### config.mk
export PLATFORM = sky130hd
export DESIGN_NAME = vpu_dst_wr_buf_flat
export DESIGN_NICKNAME = d
export VERILOG_FILES = /design/src/rtl/vpu_dst_wr_buf_if.sv /design/src/rtl/vpu_dst_wr_buf.sv /design/src/flat_wrapper.sv
export SDC_FILE = /design/constraint.sdc
export NUM_CORES = 1
export LEC_CHECK = 0
export ABC_CLOCK_PERIOD_IN_PS = 4900
export CAP_MARGIN = 40
export CELL_PAD_IN_SITES_DETAIL_PLACEMENT = 1
export CELL_PAD_IN_SITES_GLOBAL_PLACEMENT = 1
export CORE_UTILIZATION = 45
export DETAILED_ROUTE_END_ITERATION = 12
export GPL_TIMING_DRIVEN = 0
export PLACE_DENSITY = 0.8
export SLEW_MARGIN = 20
export SYNTH_ARGS = -nofsm -noshare
export SYNTH_HDL_FRONTEND = slang
export SYNTH_SLANG_ARGS = --single-unit
### constraint.sdc
create_clock -name clk -period 4.9 [get_ports clk]
set_clock_uncertainty 0.2 [all_clocks]
set_input_delay 0.98 -clock clk [delete_from_list [all_inputs] [get_ports clk]]
set_output_delay 0.98 -clock clk [all_outputs]
set_load 0.01 [all_outputs]
### src/rtl/vpu_dst_wr_buf_if.sv
// Bus bundle for the destination write stage.
//   result_*   : ALU result stream, valid/ready handshake (ALU -> stage)
//   sram_wr_*  : SRAM write port, request/grant handshake (stage -> SRAM)
// Signal names keep the _i/_o suffixes as seen from the write stage.
//   slave  : write-stage view
//   master : view of the surrounding logic (ALU + SRAM port model)
interface vpu_dst_wr_buf_if #(
    parameter int DATA_W = 16,
    parameter int ADDR_W = 10
);
    logic [DATA_W-1:0] result_i;
    logic              result_valid_i;
    logic              result_ready_o;
    logic              sram_wr_en_o;
    logic [ADDR_W-1:0] sram_wr_addr_o;
    logic [DATA_W-1:0] sram_wr_data_o;
    logic              sram_wr_gnt_i;

    modport slave (
        input  result_i, result_valid_i, sram_wr_gnt_i,
        output result_ready_o, sram_wr_en_o, sram_wr_addr_o, sram_wr_data_o
    );

    modport master (
        output result_i, result_valid_i, sram_wr_gnt_i,
        input  result_ready_o, sram_wr_en_o, sram_wr_addr_o, sram_wr_data_o
    );
endinterface

### src/rtl/vpu_dst_wr_buf.sv
// Destination write stage behind the FP ALU result path.
// Buffers ALU results in a small FIFO and writes them to consecutive SRAM
// word addresses starting at a programmed base, decoupling ALU issue from
// SRAM grant stalls.
// Ports:
//   clk, rst_n     clock, async active-low reset
//   start_i        one-cycle job start (honoured in IDLE only)
//   base_addr_i    first SRAM word address, sampled with start_i
//   len_i          results in job (0 .. 2^ADDR_W), sampled with start_i
//   bus            result stream + SRAM write port (slave modport)
//   busy_o         job in progress (state != IDLE)
//   done_o         one-cycle pulse after the last result is written
module vpu_dst_wr_buf #(
    parameter int DATA_W     = 16,
    parameter int ADDR_W     = 10,
    parameter int FIFO_DEPTH = 4
) (
    input  logic              clk,
    input  logic              rst_n,
    input  logic              start_i,
    input  logic [ADDR_W-1:0] base_addr_i,
    input  logic [ADDR_W:0]   len_i,
    output logic              busy_o,
    output logic              done_o,
    vpu_dst_wr_buf_if.slave   bus
);
    localparam int PTR_W = $clog2(FIFO_DEPTH);
    localparam int CNT_W = PTR_W + 1;

    typedef enum logic [1:0] {
        ST_IDLE,
        ST_RUN,
        ST_DRAIN,
        ST_DONE
    } state_t;

    state_t state, state_nxt;

    logic [DATA_W-1:0] mem [FIFO_DEPTH];
    logic [PTR_W-1:0]  rd_ptr, wr_ptr;
    logic [CNT_W-1:0]  count;
    logic [ADDR_W:0]   len_q, acc_cnt, wr_cnt;
    logic [ADDR_W:0]   acc_nxt, wr_nxt;
    logic [ADDR_W-1:0] addr_q;

    logic fifo_full, fifo_empty;
    logic rdy, wr_en, push, pop, start_ok;

    assign fifo_full  = (count == CNT_W'(FIFO_DEPTH));
    assign fifo_empty = (count == '0);

    // Ready ignores the grant so a full FIFO never takes a beat on a pop cycle.
    assign rdy      = (state == ST_RUN) & ~fifo_full & (acc_cnt < len_q);
    assign wr_en    = ((state == ST_RUN) | (state == ST_DRAIN)) & ~fifo_empty;
    assign push     = bus.result_valid_i & rdy;
    assign pop      = wr_en & bus.sram_wr_gnt_i;
    assign start_ok = (state == ST_IDLE) & start_i;

    assign acc_nxt = acc_cnt + (ADDR_W+1)'(push);
    assign wr_nxt  = wr_cnt + (ADDR_W+1)'(pop);

    assign bus.result_ready_o = rdy;
    assign bus.sram_wr_en_o   = wr_en;
    assign bus.sram_wr_addr_o = addr_q;
    // Head is masked while idle so stale entries left by a reset never show.
    assign bus.sram_wr_data_o = wr_en ? mem[rd_ptr] : '0;

    assign busy_o = (state != ST_IDLE);
    assign done_o = (state == ST_DONE);

    // Transitions look at next-cycle counter values so DONE follows the
    // final grant (or final accept) by exactly one cycle.
    always_comb begin
        state_nxt = state;
        case (state)
            ST_IDLE:  if (start_i) state_nxt = (len_i == '0) ? ST_DONE : ST_RUN;
            ST_RUN: begin
                if (wr_nxt == len_q)       state_nxt = ST_DONE;
                else if (acc_nxt == len_q) state_nxt = ST_DRAIN;
            end
            ST_DRAIN: if (wr_nxt == len_q) state_nxt = ST_DONE;
            ST_DONE:  state_nxt = ST_IDLE;
            default:  state_nxt = ST_IDLE;
        endcase
    end

    always_ff @(posedge clk or negedge rst_n) begin
        if (!rst_n) state <= ST_IDLE;
        else        state <= state_nxt;
    end

    always_ff @(posedge clk or negedge rst_n) begin
        if (!rst_n) begin
            len_q   <= '0;
            acc_cnt <= '0;
            wr_cnt  <= '0;
            addr_q  <= '0;
        end else if (start_ok) begin
            len_q   <= len_i;
            acc_cnt <= '0;
            wr_cnt  <= '0;
            addr_q  <= base_addr_i;
        end else begin
            acc_cnt <= acc_nxt;
            wr_cnt  <= wr_nxt;
            if (pop) addr_q <= addr_q + 1'b1;
        end
    end

    always_ff @(posedge clk or negedge rst_n) begin
        if (!rst_n) begin
            rd_ptr <= '0;
            wr_ptr <= '0;
            count  <= '0;
        end else begin
            if (push) wr_ptr <= wr_ptr + 1'b1;
            if (pop)  rd_ptr <= rd_ptr + 1'b1;
            case ({push, pop})
                2'b10:   count <= count + 1'b1;
                2'b01:   count <= count - 1'b1;
                default: count <= count;
            endcase
        end
    end

    // Storage only; validity is tracked by the pointers and count.
    always_ff @(posedge clk) begin
        if (push) mem[wr_ptr] <= bus.result_i;
    end
endmodule

### src/flat_wrapper.sv
// flat-port wrapper written by rule: the top's interface ports become plain ports
module vpu_dst_wr_buf_flat 
#(
    parameter int DATA_W     = 16,
    parameter int ADDR_W     = 10,
    parameter int FIFO_DEPTH = 4
)
  (clk, rst_n, start_i, base_addr_i, len_i, busy_o, done_o, bus_result_i, bus_result_valid_i, bus_sram_wr_gnt_i, bus_result_ready_o, bus_sram_wr_en_o, bus_sram_wr_addr_o, bus_sram_wr_data_o);
  vpu_dst_wr_buf_if #(.DATA_W(DATA_W), .ADDR_W(ADDR_W)) bus_i ();
  input  logic clk;
  input  logic rst_n;
  input  logic start_i;
  input  logic [ADDR_W-1:0] base_addr_i;
  input  logic [ADDR_W:0] len_i;
  output logic busy_o;
  output logic done_o;
  input wire logic [$bits(bus_i.result_i)-1:0] bus_result_i;
  input wire logic [$bits(bus_i.result_valid_i)-1:0] bus_result_valid_i;
  input wire logic [$bits(bus_i.sram_wr_gnt_i)-1:0] bus_sram_wr_gnt_i;
  output wire logic [$bits(bus_i.result_ready_o)-1:0] bus_result_ready_o;
  output wire logic [$bits(bus_i.sram_wr_en_o)-1:0] bus_sram_wr_en_o;
  output wire logic [$bits(bus_i.sram_wr_addr_o)-1:0] bus_sram_wr_addr_o;
  output wire logic [$bits(bus_i.sram_wr_data_o)-1:0] bus_sram_wr_data_o;
  assign bus_i.result_i = bus_result_i;
  assign bus_i.result_valid_i = bus_result_valid_i;
  assign bus_i.sram_wr_gnt_i = bus_sram_wr_gnt_i;
  assign bus_result_ready_o = bus_i.result_ready_o;
  assign bus_sram_wr_en_o = bus_i.sram_wr_en_o;
  assign bus_sram_wr_addr_o = bus_i.sram_wr_addr_o;
  assign bus_sram_wr_data_o = bus_i.sram_wr_data_o;
  vpu_dst_wr_buf #(.DATA_W(DATA_W), .ADDR_W(ADDR_W), .FIFO_DEPTH(FIFO_DEPTH)) u_core (.clk(clk), .rst_n(rst_n), .start_i(start_i), .base_addr_i(base_addr_i), .len_i(len_i), .busy_o(busy_o), .done_o(done_o), .bus(bus_i));
endmodule
==> results.rst <==
.. list-table::
   :header-rows: 1

   * - Metric
     - Value
   * - FF-to-FF path depth
     - 15
   * - Reg-to-reg critical path endpoint
     - u_core.state[0]
   * - #FFs+latches synth
     - 116
   * - Area of the multi-input gates
     - between 2000 and 2500 um^2
   * - Clock-pin slew of the registers on the worst-case setup and hold paths
     - roughly 0.060 ns
   * - Multiplexer share of the synthesized area
     - 0.0726
   * - Worst Path Max Fanout
     - 8
   * - Most common library cell in the layout ignoring fill and taps
     - clkdlybuf4s50_1
   * - Share of synthesized cell area in full adder, half adder and majority cells
     - 0.0585
   * - Reg-to-reg startpoint
     - u_core.state[1]
   * - Required time of the critical path
     - 5.02 ns
   * - Compound-gate portion of the synthesized area
     - 0.0609
   * - Max Freq
     - 0.215 GHz
   * - Hold Path Class
     - register to register
   * - Synth async-reset ratio
     - 0.448
   * - Clk sink count
     - roughly 120
   * - Area taken by flip-flops and latches
     - 3220 um^2
   * - Setup-failing EPs final
     - 0
   * - Unrepaired setup endpoints after global routing
     - false
   * - Library cell used as clock root buffer
     - clkbuf_16
   * - Launch point of the worst path
     - u_core.state[1]
   * - Antenna violations before repair
     - 0
   * - Average size of a mapped cell
     - 12.8 um^2
   * - Final WL
     - about 14000 um
   * - Number of global-route vias before repair
     - 4201
   * - Per-cell via count in the routed design
     - 5.24
   * - FP Rows
     - 40
   * - Total leakage power
     - about 2.8 nW
   * - Routed length per instance
     - 19.7 um
   * - Fraction of the mapped netlist area in simple logic gates
     - 0.120
   * - Overall track demand over capacity in global routing
     - 0.236
   * - Half-perimeter wire length after detailed placement
     - 9850 um
   * - Distinct cell type count after synthesis
     - 53
   * - XOR/XNOR share of the synthesized area
     - 0.0941
   * - Nets@finish
     - 609
   * - Global-route congestion overflow total
     - 0
   * - Total number of vias
     - 3783
   * - Worst rel slew slack
     - 0.537
   * - Number of port buffers
     - 71
   * - Post-synth net total
     - 513
   * - Length of the first detailed-routing pass in iterations
     - 5
   * - Count of endpoints failing hold in the final timing report
     - 0
   * - Element type at the critical path start
     - register
   * - Post-synthesis instance area
     - 5690 um^2
   * - Pins over their slew limit
     - 0
   * - Commonest register cell after synthesis
     - edfxtp_1
   * - Max capacitance violation total
     - 0
   * - Antenna viol nets, final
     - 0
   * - Hold Buf Count CTS
     - 0
   * - Height of the die
     - 114 um
   * - TritonCTS Buffers
     - 17
   * - DRT iter0 DRCs
     - 190
   * - Data arrival time at the worst-slack endpoint
     - approximately 4.8 ns
   * - Setup slack on the worst flop-to-flop path
     - around 0.25 ns
   * - Number of resized instances in the post-cts repair step
     - 0
   * - Sequential-to-total area share from yosys stat
     - 0.566
   * - Final hold slack
     - about 0.36 ns
   * - Total power after layout
     - 4.56 mW
   * - Type of element capturing the critical path
     - register
   * - Worst min-delay path startpoint
     - u_core.count[1]
   * - Total power divided by cell area
     - 626 nW/um^2
   * - ANT cells
     - 0
   * - Least-Margin Pin Slew
     - about 0.69 ns
   * - Final weighted congestion in routability-driven placement
     - approximately 0.81
   * - Layout cell share with drive strength beyond 1
     - 0.123
   * - Crit Path Category
     - register to register
   * - Outcome
     - finished, final reports clean
   * - Count of buffers added by post-CTS timing repair for setup
     - 0
   * - Total negative slack for setup checks
     - 0 ns
   * - Maximum number of pins on one net before global-route repair
     - 53
   * - I/O pin count
     - 72
   * - Number of fill cells in the layout
     - 1219
   * - Final critical-path required period
     - around 4.6 ns
   * - Peak supply drop
     - 508 uV
   * - DRC violations left
     - 0
   * - Number of enable flip-flop cells after synthesis
     - 64
   * - # H-tree levels
     - 4
   * - Global-route wire length before repair
     - 22700 um
   * - Setup crit end
     - u_core.state[0]
   * - Core region area
     - 12200 um^2
   * - Top library cells by usage in the layout, fill and taps aside
     - 70 x clkdlybuf4s50_1, 64 x edfxtp_1, 52 x dfrtp_1
   * - Chip Width
     - 114 um
   * - Share of the clock period used by the worst path after layout
     - 0.948
   * - Starting density of the core
     - 0.468
   * - Dominant combinational cell family by area after synthesis
     - simple AND/OR/NAND/NOR gates
   * - Synthesized instance count
     - 445
   * - Synthesis-to-layout area growth
     - 27.9%
   * - Die area
     - 13100 um^2
   * - Clock tree from TritonCTS
     - built
   * - Count of synthesis-stage warnings from yosys
     - 0
   * - Maximum count of clock buffers along a single path
     - 2
   * - Clock Latency Late Sink
     - 0.41 ns
[layout make-up]
class | count | area share
repair buffers | 77 | 0.106
multi-input cells | 289 | 0.317
clock inverters | 15 | 0.0246
clock buffers | 17 | 0.0584
inverters | 25 | 0.0129
flip-flops and latches | 116 | 0.443
well taps | 168 | 0.0289
plain buffers | 15 | 0.00877
[cell families (layout without fill, tap and decap cells)]
| logic type | Yosys count | count (layout) |
|---|---|---|
| buffers and inverters | 40 | 149 |
| adder cells (fa/ha/maj) | 26 | 26 |
| multiplexers | 21 | 21 |
| flip-flops | 116 | 116 |
| AO/OA/AOI/OAI | 52 | 52 |
| AND/OR/NAND/NOR | 132 | 132 |
| XOR/XNOR | 58 | 58 |
[synth_stat cells, types with 2 or more instances]
cell type	n	area (um^2)
a2111oi_0	2	17.5
nand2b_1	3	18.8
nor2b_1	13	81.3
nor4_1	4	25.0
xor2_1	24	210
o21ai_0	25	125
mux4_2	16	360
o21ai_1	2	10.0
xnor2_1	32	280
inv_1	25	93.8
o311ai_1	2	17.5
and3_1	3	18.8
buf_2	2	10.0
edfxtp_1	64	1920
and4_1	2	17.5
mux2_2	2	22.5
and2b_1	3	22.5
ha_1	25	313
a21o_1	4	30.0
nand3_1	10	50.1
mux2i_1	3	30.0
clkbuf_1	10	37.5
nor3_1	4	20.0
xnor3_1	2	45.0
dfrtp_1	52	1300
a21oi_1	8	40.0
nand2_1	42	158
and2_1	10	62.6
nor2_1	23	86.3
nand4_1	5	31.3
[worst max-delay path, cell delays in order (launching register included)]
cell and delay (ns):
dfrtp_1 0.46, inv_1 0.17, ha_1 0.23, nand3b_1 0.11
a31oi_1 0.24, o21ai_0 0.24, a211oi_2 0.57, ha_1 0.31
ha_1 0.22, and4_1 0.27, or3b_4 0.41, xnor2_1 0.19
nand4_1 0.17, o41ai_4 0.37, o221ai_2 0.18, a22oi_2 0.21
[state kept, by name, indices dropped and copies added, names as in the netlist]
| register | count |
|---|---|
| u_core.acc_cnt | 11 |
| u_core.mem | 64 |
| u_core.state | 2 |
| u_core.rd_ptr | 2 |
| u_core.len_q | 11 |
| u_core.wr_cnt | 11 |
| u_core.wr_ptr | 2 |
| u_core.count | 3 |
| u_core.bus.sram_wr_addr_o | 10 |
[worst min path at each step]
stage,to,slack [ns],depth (start not counted)
floorplan,u_core.count[2],0.27,1
global placement,u_core.count[1],0.28,2
detailed placement,u_core.count[0],0.32,1
CTS,u_core.count[0],0.34,1
global route,u_core.count[0],0.39,1
finish,u_core.count[1],0.36,2
[power by group]
| part | switching (mW) | internal [mW] |
|---|---|---|
| clock network | 0.463 | 0.803 |
| registers | 0.185 | 1.25 |
| logic | 0.940 | 0.918 |
| total | 1.59 | 2.97 |
[per-layer routing]
layer	wire, um	global-route usage
met3	472	0.0519
met4	189	0.0606
met5	0	0
met1	6100	0.295
met2	7460	0.416
[metrics by stage]
step                      setup WS, ns   util  instance area [um^2]  instances
after global routing            0.0178  0.598                  7280        722
final                            0.252  0.598                  7280        722
after global placement           0.417  0.544                  6610        684
after detailed placement         0.317  0.548                  6660        689
after floorplan                   1.11      -                  5690        445
after CTS                        0.282  0.598                  7270        721
(Power assumes the default switching activity.)
